==> src/rtl/ps2_pkg.sv <==
// PS/2 receiver shared definitions.
// Frame constants, FSM state type and a parity helper.
package ps2_pkg;

  localparam int   PS2_FRAME_BITS = 11;
  localparam logic PS2_START      = 1'b0;
  localparam logic PS2_STOP       = 1'b1;

  typedef enum logic {
    PS2_IDLE = 1'b0,
    PS2_RECV = 1'b1
  } ps2_state_e;

  // Odd parity over data+parity holds when the XOR is 1.
  function automatic logic ps2_odd_ok(input logic [8:0] v);
    return ^v;
  endfunction

endpackage

==> src/rtl/ps2_fifo.sv <==
// Scan-code FIFO, 2**AW entries, wrap-bit pointers.
// Ports: clk, clrn, push, pop, din[7:0], dout[7:0], empty, full.
module ps2_fifo #(
  parameter int AW = 3
) (
  input  logic       clk,
  input  logic       clrn,
  input  logic       push,
  input  logic       pop,
  input  logic [7:0] din,
  output logic [7:0] dout,
  output logic       empty,
  output logic       full
);

  localparam int DEPTH = 1 << AW;

  logic [7:0]  mem [DEPTH];
  logic [AW:0] wptr;
  logic [AW:0] rptr;
  logic        do_pop;
  logic        do_push;

  assign empty = (wptr == rptr);
  assign full  = (wptr[AW] != rptr[AW]) &&
                 (wptr[AW-1:0] == rptr[AW-1:0]);

  // A pop on a full FIFO frees the slot the push needs.
  assign do_pop  = pop && !empty;
  assign do_push = push && (!full || do_pop);

  assign dout = mem[rptr[AW-1:0]];

  always_ff @(posedge clk or negedge clrn) begin
    if (!clrn) begin
      wptr <= '0;
      rptr <= '0;
      for (int i = 0; i < DEPTH; i++)
        mem[i] <= 8'h00;
    end else begin
      if (do_push) begin
        mem[wptr[AW-1:0]] <= din;
        wptr <= wptr + (AW+1)'(1);
      end
      if (do_pop)
        rptr <= rptr + (AW+1)'(1);
    end
  end

endmodule

==> src/rtl/ps2_keyboard_rx.sv <==
// PS/2 keyboard receiver: sync, deframe, check, queue.
// Ports: clk, clrn, ps2_clk, ps2_data, nextdata_n -> data, ready, overflow, frame_err.
module ps2_keyboard_rx
  import ps2_pkg::*;
#(
  parameter int FIFO_AW        = 3,
  parameter int TIMEOUT_CYCLES = 50000
) (
  input  logic       clk,
  input  logic       clrn,
  input  logic       ps2_clk,
  input  logic       ps2_data,
  input  logic       nextdata_n,
  output logic [7:0] data,
  output logic       ready,
  output logic       overflow,
  output logic       frame_err
);

  localparam int TW = $clog2(TIMEOUT_CYCLES);
  localparam logic [3:0] LAST_BIT = 4'(PS2_FRAME_BITS - 1);
  localparam logic [TW-1:0] TO_LAST = TW'(TIMEOUT_CYCLES - 1);

  logic clk_s1, clk_s2, clk_h;
  logic dat_s1, dat_s2;
  logic fall;

  ps2_state_e state_q, state_d;
  logic [3:0]    cnt_q, cnt_d;
  logic [TW-1:0] tcnt_q, tcnt_d;
  logic [10:1]   shreg_q, shreg_d;
  logic          done_q, done_d;
  logic          tout;

  logic       frame_ok;
  logic       push;
  logic       pop;
  logic       ovf_set;
  logic       bad;
  logic       empty;
  logic       full;

  always_ff @(posedge clk or negedge clrn) begin
    if (!clrn) begin
      clk_s1 <= 1'b1;
      clk_s2 <= 1'b1;
      clk_h  <= 1'b1;
      dat_s1 <= 1'b1;
      dat_s2 <= 1'b1;
    end else begin
      clk_s1 <= ps2_clk;
      clk_s2 <= clk_s1;
      clk_h  <= clk_s2;
      dat_s1 <= ps2_data;
      dat_s2 <= dat_s1;
    end
  end

  assign fall = clk_h && !clk_s2;

  always_ff @(posedge clk or negedge clrn) begin
    if (!clrn) begin
      state_q <= PS2_IDLE;
      cnt_q   <= '0;
      tcnt_q  <= '0;
      shreg_q <= '0;
      done_q  <= 1'b0;
    end else begin
      state_q <= state_d;
      cnt_q   <= cnt_d;
      tcnt_q  <= tcnt_d;
      shreg_q <= shreg_d;
      done_q  <= done_d;
    end
  end

  always_comb begin
    state_d = state_q;
    cnt_d   = cnt_q;
    tcnt_d  = tcnt_q;
    shreg_d = shreg_q;
    done_d  = 1'b0;
    tout    = 1'b0;
    unique case (state_q)
      PS2_IDLE: begin
        tcnt_d = '0;
        if (fall && dat_s2 == PS2_START) begin
          state_d = PS2_RECV;
          cnt_d   = 4'd1;
        end
      end
      PS2_RECV: begin
        if (fall) begin
          shreg_d[cnt_q] = dat_s2;
          tcnt_d = '0;
          if (cnt_q == LAST_BIT) begin
            state_d = PS2_IDLE;
            cnt_d   = '0;
            done_d  = 1'b1;
          end else begin
            cnt_d = cnt_q + 4'd1;
          end
        end else if (tcnt_q == TO_LAST) begin
          state_d = PS2_IDLE;
          cnt_d   = '0;
          tcnt_d  = '0;
          tout    = 1'b1;
        end else begin
          tcnt_d = tcnt_q + TW'(1);
        end
      end
    endcase
  end

  // The frame is judged one cycle after the stop bit lands in shreg.
  always_comb begin
    frame_ok = (shreg_q[10] == PS2_STOP) &&
               ps2_odd_ok(shreg_q[9:1]);
    push     = done_q && frame_ok && (!full || pop);
    ovf_set  = done_q && frame_ok && full && !pop;
    bad      = done_q && !frame_ok;
  end

  assign ready = !empty;
  assign pop   = !nextdata_n && ready;

  always_ff @(posedge clk or negedge clrn) begin
    if (!clrn) begin
      overflow  <= 1'b0;
      frame_err <= 1'b0;
    end else begin
      frame_err <= bad || tout;
      if (pop)
        overflow <= 1'b0;
      else if (ovf_set)
        overflow <= 1'b1;
    end
  end

  ps2_fifo #(
    .AW (FIFO_AW)
  ) u_fifo (
    .clk   (clk),
    .clrn  (clrn),
    .push  (push),
    .pop   (pop),
    .din   (shreg_q[8:1]),
    .dout  (data),
    .empty (empty),
    .full  (full)
  );

endmodule

==> config.mk <==
export PLATFORM = sky130hd
export DESIGN_NAME = ps2_keyboard_rx
export DESIGN_NICKNAME = d
export VERILOG_FILES = /design/src/rtl/ps2_pkg.sv /design/src/rtl/ps2_fifo.sv /design/src/rtl/ps2_keyboard_rx.sv
export SDC_FILE = /design/constraint.sdc
export NUM_CORES = 1
export LEC_CHECK = 0
export BUFFER_PORTS_ARGS = -buffer_cell sky130_fd_sc_hd__buf_2
export CAP_MARGIN = 20
export CORE_MARGIN = 2
export CORE_UTILIZATION = 62
export CTS_CLUSTER_DIAMETER = 40
export DETAILED_ROUTE_END_ITERATION = 10
export PLACE_DENSITY_LB_ADDON = 0.2
export SYNTH_ARGS = -nofsm -noshare
export SYNTH_HDL_FRONTEND = slang
export SYNTH_SLANG_ARGS = --single-unit
==> constraint.sdc <==
create_clock -name clk -period 3.13 [get_ports clk]
set_input_delay 0.1565 -clock clk [delete_from_list [all_inputs] [get_ports clk]]
set_output_delay 0.1565 -clock clk [all_outputs]
set_load 0.05 [all_outputs]
==> flow_metrics.tcl <==
set metrics [dict create \
    reg2reg_from "shreg_q[4]" \
    antenna_cells 0 \
    post_drt_wl_per_cell_um 18.08 \
    core_um2 8134 \
    worst_slack_ns 0.4024 \
    clkSlewWorstSetupHoldPaths_ns 0.10 \
    detailed_place_hpwl_um 6496 \
    layout_worst_path_cycle_share_pct 87.14 \
    drive_gt1_share_pct 40.10 \
    hold_violations 0 \
    critPathCaptureType "flip-flop" \
    rsz_0062_raised_after_global_routing "no" \
    vias_per_cell 5.796 \
    synth-edff-count 0 \
    tritoncts "built" \
    synth.cell_area_um2 5154 \
    synth_top_flop_cell "dfrtp_1" \
    initial_core_utilization_pct 63.36 \
    timing_max_transition_violations_final 0 \
    finalSetupViolCount 0 \
    clock_tree.buffer_depth 2 \
    syn_nets 386 \
    die_footprint_um2 9057 \
    timing.final.crit_period_ns 2.728 \
    combinational_family_with_the_most_area_after_synthesis "multiplexers" \
    grt_pass1_wl_um 15930 \
    synth.lib_cells_used.distinct 40 \
    place.port_buffers 15 \
    chipHeight_um 95.17 \
    rows 33 \
    synth_fa_ha_area_share_pct 0.7283 \
    postSynthRegisterBits 111 \
    post_synth.cell_area_avg_um2 13.63 \
    final_nets 412 \
    fin_tns_setup_ns 0 \
    mostFrequentLayoutCell "dfrtp_1" \
    cp-start-kind "flip-flop" \
    max_freq_mhz 366.6 \
    layout_filler_cell_count 570 \
    cp.required_ns 3.39 \
    cp_max_fo 10 \
    postRouteWirelength_um 9294 \
    grt_start_max_net_pins 50 \
    synthesis.instances 378 \
    post_synth_arst_share_pct 100.0 \
    crit_path_category "reg2reg" \
    cap_viol_max_count 0 \
    power.ir.vdd_worst_mv 0.4178 \
    clock_net_sink_count 111 \
    layout.cells.most_common_list "dfrtp_1, mux2_2, nor2_1" \
    gp_congestion 0.7587 \
    final.setup_skew_ns 0.008967 \
    antenna_found_initial 0 \
    max_h_tree_level 3 \
    drt_pre_antenna_iters 4 \
    post_synth_and_or_nand_nor_area_fraction_pct 9.711 \
    first_global_vias 3160 \
    worstPathArrival_ns 2.98 \
    floorplan.io_pins 16 \
    yosysSeqAreaShare_pct 54.02 \
    ant_nets 0 \
    hp-start "nextdata_n" \
    tightest_slew_ns 0.6101 \
    leakage_power_summed_over_all_cells_nw 2.630 \
    status "completed" \
    synth_xor_area_share_pct 5.705 \
    grtUsageTotal_pct 23.35 \
    cellPowerDensity_nw_per_um2 540.5 \
    place_worst_setup_slack_ns 0.3882 \
    route.vias.total 2979 \
    synth_compound_gate_area_share_pct 2.088 \
    clock_insertion_delay_worst_skew_ns 0.37 \
    synth-warning-count 0 \
    min_path_type "in2reg" \
    detail_route.drc_violations 0 \
    drt_iter0_drc 111 \
    grt.overflow.total 0 \
    cts-root-buf "clkbuf_8" \
    cts_buffers 9 \
    headroom_to_the_max_slew_limit_pct 59.33 \
    synthToLayoutAreaGrowth_pct 9.468 \
    die_w_um 95.17 \
    worst_setup_path_startpoint "shreg_q[4]" \
    muxShareOfSynthArea_pct 25.35 \
]
-- worst max-delay path: stages (launching register included) --
cell and delay (ns):
dfrtp_1 0.50, xnor2_1 0.20, xnor3_1 0.43, xnor2_1 0.26, nand4_1 0.17, buf_4 0.21, nor4bb_2 0.26, buf_4 0.24
mux2_2 0.35
-- cell usage after synthesis, types with 3 or more instances --
library cell | instances | share of area [%]
o21ai_0 | 4 | 0.39
a21oi_1 | 4 | 0.39
mux2_2 | 84 | 18
nor4b_4 | 3 | 1.4
nand2_1 | 14 | 1.0
dfrtp_1 | 106 | 51
clkbuf_1 | 10 | 0.73
buf_2 | 8 | 0.78
inv_1 | 3 | 0.22
xnor2_1 | 19 | 3.2
nand2b_1 | 4 | 0.49
o31ai_1 | 4 | 0.58
xor2_1 | 12 | 2.0
nor4_1 | 3 | 0.36
ha_1 | 3 | 0.73
nor2_1 | 32 | 2.3
dfstp_2 | 5 | 2.5
nor4b_1 | 3 | 0.51
nand3_1 | 9 | 0.87
nand4_1 | 4 | 0.49
mux4_2 | 16 | 7.0
nor3_1 | 5 | 0.49
-- logic make-up (layout without fill, tap and decap cells) --
family | count (synthesis) | after routing
simple gates | 89 | 89
flops | 111 | 111
xor+xnor | 32 | 32
compound gates | 17 | 17
fa+ha+maj | 3 | 3
mux | 100 | 100
buf+inv | 26 | 57
-- state kept, by name, summed over array words and instances (netlist names) --
name         count
u_fifo.wptr      4
shreg_q         10
clk_s1           1
tcnt_q          16
clk_h            1
cnt_q            4
done_q           1
clk_s2           1
frame_err        1
overflow         1
dat_s2           1
u_fifo.mem      64
state_q          1
dat_s1           1
u_fifo.rptr      4
-- power by group --
| part | total (mW) | internal [mW] | leakage [nW] | switching (mW) |
|---|---|---|---|---|
| registers | 1.60 | 1.50 | 1.52 | 0.100 |
| clock network | 0.873 | 0.382 | 0.106 | 0.492 |
| logic | 0.574 | 0.247 | 1.01 | 0.328 |
| total | 3.05 | 2.13 | 2.63 | 0.920 |
-- per-layer routing --
metal  vias to the layer above  track usage (%)  wire, um
met2                        53            37.68      4533
li1                       1403                -         -
met4                         0            7.850       173
met5                         -                0         0
met1                      1507            31.39      4334
met3                        16            5.534       253
-- area by class of cell --
type                    count  area [um2]  share of cell area (%)
inverters                   3       11.26                  0.1996
well taps                 105       131.4                   2.329
clock buffers               9       123.9                   2.196
clock inverters             7       81.33                   1.442
repair buffers             38       257.7                   4.569
multi-input cells         241        2252                   39.92
flip-flops and latches    111        2784                   49.35
-- repair_timing --
action | in CTS | in global routing
endpoints found under the hold margin | 49 | 0
hold buffers | 3 | 0
buffers inserted | 0 | 0
gates resized for setup | 0 | 0
-- through the flow --
step                power, mW  area, um2  hold WS [ns]  utilization (%)  cells
global placement        2.199       5406        0.2066            66.47    495
floorplan               2.048       5154       -0.1391                -    378
finish                  3.049       5642        0.1281            69.36    514
CTS                     3.089       5642        0.1115            69.36    514
global route            3.217       5642        0.1421            69.36    514
detailed placement      2.214       5406        0.2131            66.47    495
-- final timing paths --
check,cells past startpoint,slack [ns],endpoint
setup reg to reg,8,0.40,u_fifo.mem[32]
hold reg to reg,0,0.36,dat_s2
min in group asynchronous,2,0.34,u_fifo.mem[25]
hold / removal,3,0.13,overflow
setup / recovery,8,0.40,u_fifo.mem[32]
max in group asynchronous,3,1.92,clk_s1
No activity file was read; power rests on OpenSTA's default activity.
